`src/rtl/tt_um_jimktrains_vslc_pkg.sv`:
```
// Shared types and constants for the VSLC scan-cycle controller.
// Covers the controller states, the fault codes and the program header layout.
package tt_um_jimktrains_vslc_pkg;

    typedef enum logic [2:0] {
        ST_HDR,
        ST_RUN,
        ST_WRAP,
        ST_HALT,
        ST_FAULT
    } state_t;

    typedef enum logic [1:0] {
        FAULT_NONE = 2'd0,
        FAULT_HDR  = 2'd1,
        FAULT_WDT  = 2'd2
    } fault_t;

    // Byte offsets of the big-endian start/end words at the top of the EEPROM.
    localparam int HDR_START_HI = 0;
    localparam int HDR_START_LO = 1;
    localparam int HDR_END_HI   = 2;
    localparam int HDR_END_LO   = 3;
    localparam int HDR_LEN      = 4;

endpackage

```
`src/rtl/tt_um_jimktrains_vslc_in_snapshot.sv`:
```
// Per-scan input snapshot: the current and previous samples of ui_in,
// plus the rising/falling edge vectors between the two.
module tt_um_jimktrains_vslc_in_snapshot #(
    parameter int IN_W = 8
) (
    input  logic            clk,
    input  logic            rst,
    input  logic            capture,
    input  logic [IN_W-1:0] ui_in,
    output logic [IN_W-1:0] in_cur,
    output logic [IN_W-1:0] in_prev,
    output logic [IN_W-1:0] in_rise,
    output logic [IN_W-1:0] in_fall
);

    // NOTE: sequential state uses non-blocking assignments so every register
    // samples pre-edge values; in_prev must see the old in_cur, not ui_in.
    always_ff @(posedge clk or posedge rst) begin
        if (rst) begin
            in_cur  <= '0;
            in_prev <= '0;
        end else if (capture) begin
            in_prev <= in_cur;
            in_cur  <= ui_in;
        end
    end

    assign in_rise = in_cur & ~in_prev;
    assign in_fall = ~in_cur & in_prev;

endmodule

```
`src/rtl/tt_um_jimktrains_vslc_scan_ctrl.sv`:
```
// Scan-cycle controller between the SPI EEPROM reader and the executor: parses
// the program header, forwards in-window bytes and sequences restarts per scan.
module tt_um_jimktrains_vslc_scan_ctrl
    import tt_um_jimktrains_vslc_pkg::*;
#(
    parameter int               ADDR_W    = 9,
    parameter int               IN_W      = 8,
    parameter int               WDT_W     = 16,
    parameter logic [WDT_W-1:0] WDT_LIMIT = 16'hFFFF,
    parameter int               CNT_W     = 16
) (
    input  logic              clk,
    input  logic              rst,
    input  logic              rd_valid,
    input  logic [7:0]        rd_data,
    input  logic [ADDR_W-1:0] rd_addr,
    output logic              rd_restart,
    output logic [ADDR_W-1:0] rd_start_addr,
    input  logic [IN_W-1:0]   ui_in,
    input  logic              single_step,
    input  logic              step,
    input  logic              clear_fault,
    output logic              instr_valid,
    output logic [7:0]        instr_data,
    output logic [ADDR_W-1:0] instr_addr,
    output logic              instr_first,
    output logic              instr_last,
    output logic [IN_W-1:0]   in_cur,
    output logic [IN_W-1:0]   in_prev,
    output logic [IN_W-1:0]   in_rise,
    output logic [IN_W-1:0]   in_fall,
    output logic [CNT_W-1:0]  scan_count,
    output logic              halted,
    output logic              fault,
    output logic [1:0]        fault_code
);

    localparam logic [WDT_W-1:0] WDT_LAST = WDT_LIMIT - 1'b1;

    state_t            state;
    logic [7:0]        hdr_start_hi;
    logic [7:0]        hdr_start_lo;
    logic [7:0]        hdr_end_hi;
    logic [ADDR_W-1:0] start_addr;
    logic [ADDR_W-1:0] end_addr;
    logic [WDT_W-1:0]  wdt;

    logic [ADDR_W-1:0] new_start;
    logic [ADDR_W-1:0] new_end;
    logic              hdr_bad;
    logic              is_first;
    logic              is_last;
    logic              in_window;
    logic              accept;
    logic              wdt_active;
    logic              wdt_expire;

    // The end word completes with the byte arriving now, so validate it directly.
    assign new_start = ADDR_W'({hdr_start_hi, hdr_start_lo});
    assign new_end   = ADDR_W'({hdr_end_hi, rd_data});
    assign hdr_bad   = (new_start < ADDR_W'(HDR_LEN)) || (new_end < new_start) || (new_end == '0);

    assign is_first  = (rd_addr == start_addr);
    assign is_last   = (rd_addr == end_addr);
    assign in_window = (rd_addr >= start_addr) && (rd_addr <= end_addr);

    // WRAP only picks up the start byte; from there it behaves exactly like RUN.
    assign accept = rd_valid && (((state == ST_RUN) && in_window) ||
                                 ((state == ST_WRAP) && is_first));

    assign wdt_active = (state == ST_HDR) || (state == ST_RUN) || (state == ST_WRAP);
    assign wdt_expire = wdt_active && !rd_valid && (wdt == WDT_LAST);

    tt_um_jimktrains_vslc_in_snapshot #(
        .IN_W (IN_W)
    ) u_in_snapshot (
        .clk     (clk),
        .rst     (rst),
        .capture (accept && is_first),
        .ui_in   (ui_in),
        .in_cur  (in_cur),
        .in_prev (in_prev),
        .in_rise (in_rise),
        .in_fall (in_fall)
    );

    always_ff @(posedge clk or posedge rst) begin
        if (rst) begin
            state         <= ST_HDR;
            hdr_start_hi  <= '0;
            hdr_start_lo  <= '0;
            hdr_end_hi    <= '0;
            start_addr    <= '0;
            end_addr      <= '0;
            wdt           <= '0;
            rd_restart    <= 1'b0;
            rd_start_addr <= '0;
            instr_valid   <= 1'b0;
            instr_data    <= '0;
            instr_addr    <= '0;
            instr_first   <= 1'b0;
            instr_last    <= 1'b0;
            scan_count    <= '0;
            halted        <= 1'b0;
            fault         <= 1'b0;
            fault_code    <= FAULT_NONE;
        end else begin
            instr_valid <= 1'b0;
            instr_first <= 1'b0;
            instr_last  <= 1'b0;
            rd_restart  <= 1'b0;

            if (!wdt_active || rd_valid) begin
                wdt <= '0;
            end else begin
                wdt <= wdt + 1'b1;
            end

            if (accept) begin
                instr_valid <= 1'b1;
                instr_data  <= rd_data;
                instr_addr  <= rd_addr;
                instr_first <= is_first;
                instr_last  <= is_last;
            end

            case (state)
                ST_HDR: begin
                    if (rd_valid) begin
                        if (rd_addr == ADDR_W'(HDR_START_HI)) begin
                            hdr_start_hi <= rd_data;
                        end else if (rd_addr == ADDR_W'(HDR_START_LO)) begin
                            hdr_start_lo <= rd_data;
                        end else if (rd_addr == ADDR_W'(HDR_END_HI)) begin
                            hdr_end_hi <= rd_data;
                        end else if (rd_addr == ADDR_W'(HDR_END_LO)) begin
                            if (hdr_bad) begin
                                state      <= ST_FAULT;
                                fault      <= 1'b1;
                                fault_code <= FAULT_HDR;
                            end else begin
                                start_addr    <= new_start;
                                end_addr      <= new_end;
                                rd_start_addr <= new_start;
                                state         <= ST_RUN;
                            end
                        end
                    end else if (wdt_expire) begin
                        state      <= ST_FAULT;
                        fault      <= 1'b1;
                        fault_code <= FAULT_WDT;
                        wdt        <= '0;
                    end
                end

                ST_RUN, ST_WRAP: begin
                    if (accept && is_last) begin
                        scan_count <= scan_count + 1'b1;
                        if (single_step) begin
                            state  <= ST_HALT;
                            halted <= 1'b1;
                        end else begin
                            rd_restart <= 1'b1;
                            state      <= ST_WRAP;
                        end
                    end else if (accept) begin
                        state <= ST_RUN;
                    end else if (wdt_expire) begin
                        state      <= ST_FAULT;
                        fault      <= 1'b1;
                        fault_code <= FAULT_WDT;
                        wdt        <= '0;
                    end
                end

                ST_HALT: begin
                    if (step) begin
                        rd_restart <= 1'b1;
                        halted     <= 1'b0;
                        state      <= ST_WRAP;
                    end
                end

                ST_FAULT: begin
                    // Snapshot and scan count survive; only the header is re-read.
                    if (clear_fault) begin
                        rd_start_addr <= '0;
                        rd_restart    <= 1'b1;
                        fault         <= 1'b0;
                        fault_code    <= FAULT_NONE;
                        state         <= ST_HDR;
                    end
                end

                default: state <= ST_HDR;
            endcase
        end
    end

endmodule

```
`config.mk`:
```
export PLATFORM = sky130hd
export DESIGN_NAME = tt_um_jimktrains_vslc_scan_ctrl
export DESIGN_NICKNAME = d
export VERILOG_FILES = /design/src/rtl/tt_um_jimktrains_vslc_pkg.sv /design/src/rtl/tt_um_jimktrains_vslc_in_snapshot.sv /design/src/rtl/tt_um_jimktrains_vslc_scan_ctrl.sv
export SDC_FILE = /design/constraint.sdc
export NUM_CORES = 1
export LEC_CHECK = 0
export ABC_AREA = 1
export CORE_MARGIN = 2
export CORE_UTILIZATION = 45
export DETAILED_ROUTE_END_ITERATION = 16
export PLACE_DENSITY = 0.84
export SLEW_MARGIN = 20
export SYNTH_ARGS = -nofsm -noshare
export SYNTH_HDL_FRONTEND = slang
export SYNTH_SLANG_ARGS = --single-unit
```
`constraint.sdc`:
```
create_clock -name clk -period 3.55 [get_ports clk]
set_clock_uncertainty 0.05 [all_clocks]
set_input_delay 0.71 -clock clk [delete_from_list [all_inputs] [get_ports clk]]
set_output_delay 0.71 -clock clk [all_outputs]
set_load 0.05 [all_outputs]
```
; ---- After elaboration in Yosys (flattened, before gate mapping)
; Cells that the tools add are included.
[totals]
reg_bits = 113
latchBits = 0
mem_bits_rw = 0
rom_bits = 0
input_bits = 31
elab_cells = 154
memories = 0
[classes]
add_sub_neg = 2
n_mul = 0
n_div = 0
magnitude_cmp = 4
eq_ne = 27
shifts = 0
mux = 61
bitwise = 8
reduce_logical = 32
[op_table]
columns = cell, n
row1 = 16-bit 2-to-1 mux, 5
row2 = 9-bit 2-to-1 mux, 7
row3 = 3-bit 2-to-1 mux, 11
row4 = 16-bit by 1-bit adder with 16-bit output (second input constant), 2
row5 = 16-bit one-hot mux with 2 select lines, 1
row6 = 2-bit != test (second input constant), 11
row7 = 1-bit 2-to-1 mux, 21
row8 = 2-bit 2-to-1 mux, 10
row9 = 9-bit by 2-bit == test with 1-bit output (second input constant), 2
row10 = 9-bit == test, 2
row11 = 9-bit logical NOT, 2
row12 = 9-bit one-hot mux with 2 select lines, 1
row13 = 8-bit bitwise AND, 2
row14 = 16-bit == test (second input constant), 1
row15 = 8-bit inverter, 2
row16 = 3-bit != test (second input constant), 4
row17 = 3-bit one-hot mux with 4 select lines, 1
row18 = 9-bit by 1-bit == test with 1-bit output (second input constant), 1
row19 = 9-bit >= comparator, 1
row20 = 9-bit less-or-equal comparator, 1
row21 = 9-bit by 3-bit < comparator with 1-bit output (second input constant), 1
row22 = 9-bit < comparator, 1
row23 = 9-bit AND reduction, 1
row24 = 1-bit logical AND, 8
row25 = other kinds (22), 35

; ---- Depth between registers and ports, before layout
[depth]
ltp_word = 10
ltp_mapped = 18
ltp_nobuf = 17

; ---- Hierarchy
; A second synthesis with hierarchy kept.
[unflattened]
cells_unflattened = 712
area_unflattened_um2 = 5899.4
[modules_own_cells]
columns = module, instances, cells_per_inst, area_per_inst_um2, seq_area_each_um2
row1 = tt_um_jimktrains_vslc_scan_ctrl, 1, 611, 5091.1, 2427.3
row2 = tt_um_jimktrains_vslc_in_snapshot, 1, 101, 808.3, 400.4

; ---- Least setup slack after synthesis
; No wires, ideal clock.
[synth_path]
path_type = input to register
start = input port rd_addr[6]
end = register instr_data[0]
setup_time_ns = 0.131
arrival_ns = 2.159
required_time_ns = 3.369
path_slack_ns = 1.210
stages = 11
path_buffers = 2
cell_sequence = ha_1 nand2_1 nor2_2 nor3b_4 nand4_1 nand2_2 nand2_4 buf_6 buf_2 nand2_1 o21ai_0
[synth_between]
elab_chain_cells = 5
word_cells_on_any_way = 8
cone_classes = order compare: 2 / eq/ne: 1 / reduce/logical: 5
[synth_lines]
columns = item, line
row1 = start: declaration, tt_um_jimktrains_vslc_scan_ctrl.sv:16  ; input logic [ADDR_W-1:0] rd_addr,
row2 = 9-bit >= comparator or 9-bit less-or-equal comparator (tied branches), tt_um_jimktrains_vslc_scan_ctrl.sv:65  ; assign in_window = (rd_addr >= start_addr) && (rd_addr <= end_addr);
row3 = 1-bit logical AND, tt_um_jimktrains_vslc_scan_ctrl.sv:65
row4 = 1-bit logical AND, tt_um_jimktrains_vslc_scan_ctrl.sv:68  ; assign accept = rd_valid && (((state == ST_RUN) && in_window) ||
row5 = 1-bit logical OR (*), tt_um_jimktrains_vslc_scan_ctrl.sv:68
row6 = 1-bit logical AND (*), tt_um_jimktrains_vslc_scan_ctrl.sv:68
row7 = end signal: assignment, tt_um_jimktrains_vslc_scan_ctrl.sv:121  ; instr_data <= rd_data;
row8 = end: declaration, tt_um_jimktrains_vslc_scan_ctrl.sv:24  ; output logic [7:0] instr_data,
; Every way passes the cells marked *; elsewhere a longest branch is shown, timed or not.
; A chain may end at the register's enable or synchronous reset.

; ---- Worst setup path in the final report
[layout_path]
start = input port rd_addr[4]
end = register u_in_snapshot.in_cur[5]
[layout_between]
elab_chain_cells = 6
word_cells_on_any_way = 9
cone_classes = order compare: 2 / eq/ne: 1 / reduce/logical: 6
[layout_lines]
columns = item, line
row1 = 9-bit >= comparator or 9-bit less-or-equal comparator (tied branches), tt_um_jimktrains_vslc_scan_ctrl.sv:65
row2 = 1-bit logical AND, tt_um_jimktrains_vslc_scan_ctrl.sv:65
row3 = 1-bit logical AND, tt_um_jimktrains_vslc_scan_ctrl.sv:68
row4 = 1-bit logical OR (*), tt_um_jimktrains_vslc_scan_ctrl.sv:68
row5 = 1-bit logical AND (*), tt_um_jimktrains_vslc_scan_ctrl.sv:68
row6 = net accept, tt_um_jimktrains_vslc_scan_ctrl.sv:54  ; logic accept;
row7 = 1-bit logical AND (*), tt_um_jimktrains_vslc_scan_ctrl.sv:79  ; .capture (accept && is_first),
row8 = end signal: assignment, tt_um_jimktrains_vslc_in_snapshot.sv:24  ; in_cur <= ui_in;
row9 = end: declaration, tt_um_jimktrains_vslc_in_snapshot.sv:10  ; output logic [IN_W-1:0] in_cur,
; The timed path passes the listed nets; every way through them passes the cells marked *.

==> metrics.csv <==
stage;metric;value;unit
outcome;outcome;finished clean;
die;die_x;119;um
logic_synthesis;async_flop_share;100;%
timing;tns;0;ns
logic_synthesis;synth_commonest_cells;nand2_1, inv_1, dfrtp_1;
logic_synthesis;synth_top_cell_area_share;47.2;%
worst_setup_path;endpoint_kind;flop;
timing;clock.fmax;343;MHz
pwr;powerDensity;628;nW/um2
hold_path;hp-class;reg2reg;
logic_synthesis;syn_nets;775;
worst_setup_path;cp_max_fo;25;
worst_setup_path;critPathRequiredTime;3.79;ns
pwr;ir_worst_vdd;365;uV
grt;grtUsageTotal;21.5;%
pwr;leakagePower;3.72;nW
detailed_routing;via_per_inst;5.03;
detailed_routing;wire_per_inst;14.2;um
logic_synthesis;ys_seq_area_share;47.2;%
logic_synthesis;ys_ff_latch;113;
clock_tree;cts.root.buffer_cell;clkbuf_16;
die;start_util;45.6;%
grt;grt_overflow_total;0;
die;die_y;119;um
logic_synthesis;synth_edf_count;0;
logic_synthesis;yosysUniqueCellTypes;44;
finish;layout-drive-gt1-share;8.95;%
clock_tree;cts-buffers-inserted;17;
logic_synthesis;syn_avg_cell_area;8.39;um2
timing;finalHoldViolations;0;
detailed_routing;firstDrtPassIters;5;
grt;grt_max_degree;114;
logic_synthesis;synthSimpleGateAreaFrac;23.4;%
detailed_routing;wl;14600;um
die;io_pins;113;
logic_synthesis;synthCells;715;
clock_tree;cts_tree;done;
clock_tree;clock_latency;0.41;ns
die;die_area;14300;um2
timing;fin_crit_sh;82.1;%
clock_tree;cts-resized-gates;0;
placement;dpl_cell_area;7260;um2
logic_synthesis;synthMuxAreaShare;0;%
logic_synthesis;synth_fa_ha_area_share;6.05;%
logic_synthesis;synth_xor_area_share;3.36;%
timing;layout_min_cycle_time;2.91;ns
logic_synthesis;yosys-top-cells-area;dfrtp_1, nand2_1, inv_1, ha_1, nor2_1;
grt;antenna_found_initial;0;
clock_tree;cts_max_level;4;
detailed_routing;ant_nets;0;
grt;grt_pass1_vias;5025;
die;core-area;13100;um2
detailed_routing;drt-initial-drc-count;555;
clock_tree;cts_max_path_buffers;2;
logic_synthesis;post-synth-top-count-cell;nand2_1;
finish;final_cell_area;7900;um2
timing;rsz0062_at_grt;false;
timing;slew_viol_final;0;
placement;gp_congestion;0.950;
logic_synthesis;synth_top_family_by_area;simple AND/OR/NAND/NOR gates;
clock_tree;clock-sinks;113;
timing;tightestPinTransition;0.647;ns
logic_synthesis;yosysWarnings;0;
finish;diodes;0;
timing;relSlewSlack;56.9;%
clock_tree;cts_setup_buffers;0;
worst_setup_path;start_kind;input pin;
logic_synthesis;ys.flop_type;dfrtp_1;
logic_synthesis;syn_area;6000;um2
logic_synthesis;synth_largest_area_cell;dfrtp_1;
finish;area_growth;31.7;%
worst_setup_path;crit_type;in2reg;
placement;io_buffer_count;112;
timing;finalSetupViolations;0;
detailed_routing;vias;5160;
die;rows;42;
grt;grt_pass1_wl;24300;um
detailed_routing;drc;0;
clock_tree;path_clk_slew;0.05;ns
worst_setup_path;cp.arrival;3.15;ns
clock_tree;cts_hold_buf;0;
logic_synthesis;synth-compound-area-share;9.95;%
run;maxCapViolCount;0;
placement;dp_hpwl;10500;um
finish;layout.nets;896;
## report_power, final
part,switching [mW],internal (mW),total (mW)
logic,1.04,0.486,1.52
clock network,0.635,1.19,1.82
registers,0.138,1.48,1.62
## cell type report
| type | instances | area (um2) |
|---|---|---|
| clock inverter | 14 | 204 |
| inverter | 125 | 480 |
| fill | 1103 | 5240 |
| clock buffer | 18 | 429 |
| multi-input combinational | 462 | 2560 |
| tap | 176 | 220 |
| timing repair buffer | 117 | 1170 |
| sequential | 113 | 2830 |
## cell families after synthesis
logic type               Yosys count
XOR/XNOR                          23
flip-flops                       113
AND/OR/NAND/NOR                  311
adder cells (fa/ha/maj)           29
buffers and inverters            140
AO/OA/AOI/OAI                     99
## metal layers
layer / GRT usage (%) / vias up / wire (um)
li1: - / 2524 / -
met1: 27.7 / 2443 / 6330
met2: 35.4 / 172 / 7160
met3: 5.08 / 21 / 806
met4: 8.01 / 0 / 280
met5: 0 / - / 0
## cell usage in the layout, fill, tap and decap left out, types with 2 or more instances in the layout
cell / synthesis / final
nand2_1: 164 / 164
inv_1: 121 / 120
dfrtp_1: 113 / 113
clkdlybuf4s50_1: 0 / 112
nor2_1: 63 / 63
o21ai_0: 35 / 35
ha_1: 29 / 29
nand3_1: 28 / 28
a21oi_1: 20 / 20
clkbuf_16: 0 / 17
o21ai_2: 15 / 16
nand4_1: 13 / 13
nor3_1: 13 / 13
xor2_1: 12 / 12
o31ai_1: 11 / 11
xnor2_1: 11 / 11
o21ai_1: 11 / 10
nor4_1: 5 / 5
nor2_2: 4 / 4
nand2_2: 4 / 4
clkinv_4: 1 / 4
clkinvlp_4: 0 / 4
bufinv_16: 0 / 4
inv_6: 0 / 4
buf_4: 2 / 4
inv_2: 2 / 2
nand2_4: 2 / 2
nor2_4: 2 / 2
nor3_2: 2 / 2
nand3b_1: 2 / 2
nor3b_1: 2 / 2
a211oi_1: 2 / 2
## worst max-delay path, stage by stage
cell and delay (ns):
clkdlybuf4s50_1 0.47, ha_1 0.35, nand2_1 0.16, inv_1 0.06, nand2_1 0.06, nand2_1 0.05
nand2_1 0.07, nand4_1 0.13, nand2_1 0.10, inv_1 0.07, nand2_4 0.25, inv_4 0.08
nand2_4 0.21, clkinv_4 0.19, nand2_1 0.13, o21ai_2 0.06
## path summary, 6_finish.rpt
kind / slack, ns / start / endpoint / cells past startpoint
setup reg to reg: 1.04 / start_addr[6] / u_in_snapshot.in_cur[5] / 13
setup / recovery: 0.64 / rd_addr[4] / u_in_snapshot.in_cur[5] / 16
max in group asynchronous: 2.18 / rst / end_addr[1] / 3
min in group asynchronous: 0.74 / rst / u_in_snapshot.in_cur[2] / 3
hold reg to reg: 0.43 / end_addr[2] / end_addr[2] / 2
hold / removal: 0.43 / end_addr[2] / end_addr[2] / 2
## metrics by stage
stage / instances / hold slack [ns] / utilization, % / setup slack (ns) / total power, mW
final: 1025 / 0.432 / 60.1 / 0.636 / 4.96
after global routing: 1025 / 0.457 / 60.1 / 0.471 / 5.19
after CTS: 1025 / 0.436 / 60.1 / 0.678 / 4.98
after detailed placement: 993 / 0.423 / 55.3 / 0.263 / 3.15
after global placement: 993 / 0.416 / 55.3 / 0.321 / 3.13
after floorplan: 715 / 0.403 / - / 1.21 / 2.63
## flip-flops by register name (all words and copies together), names as in the netlist, 2 cells and up
signal                 cells
wdt                       16
rd_start_addr              9
hdr_start_lo               8
scan_count                16
instr_addr                 9
instr_data                 8
u_in_snapshot.in_cur       8
start_addr                 9
u_in_snapshot.in_prev      8
end_addr                   9
fault_code                 2
state                      3
Note: power is estimated with default switching activity, not from simulation.
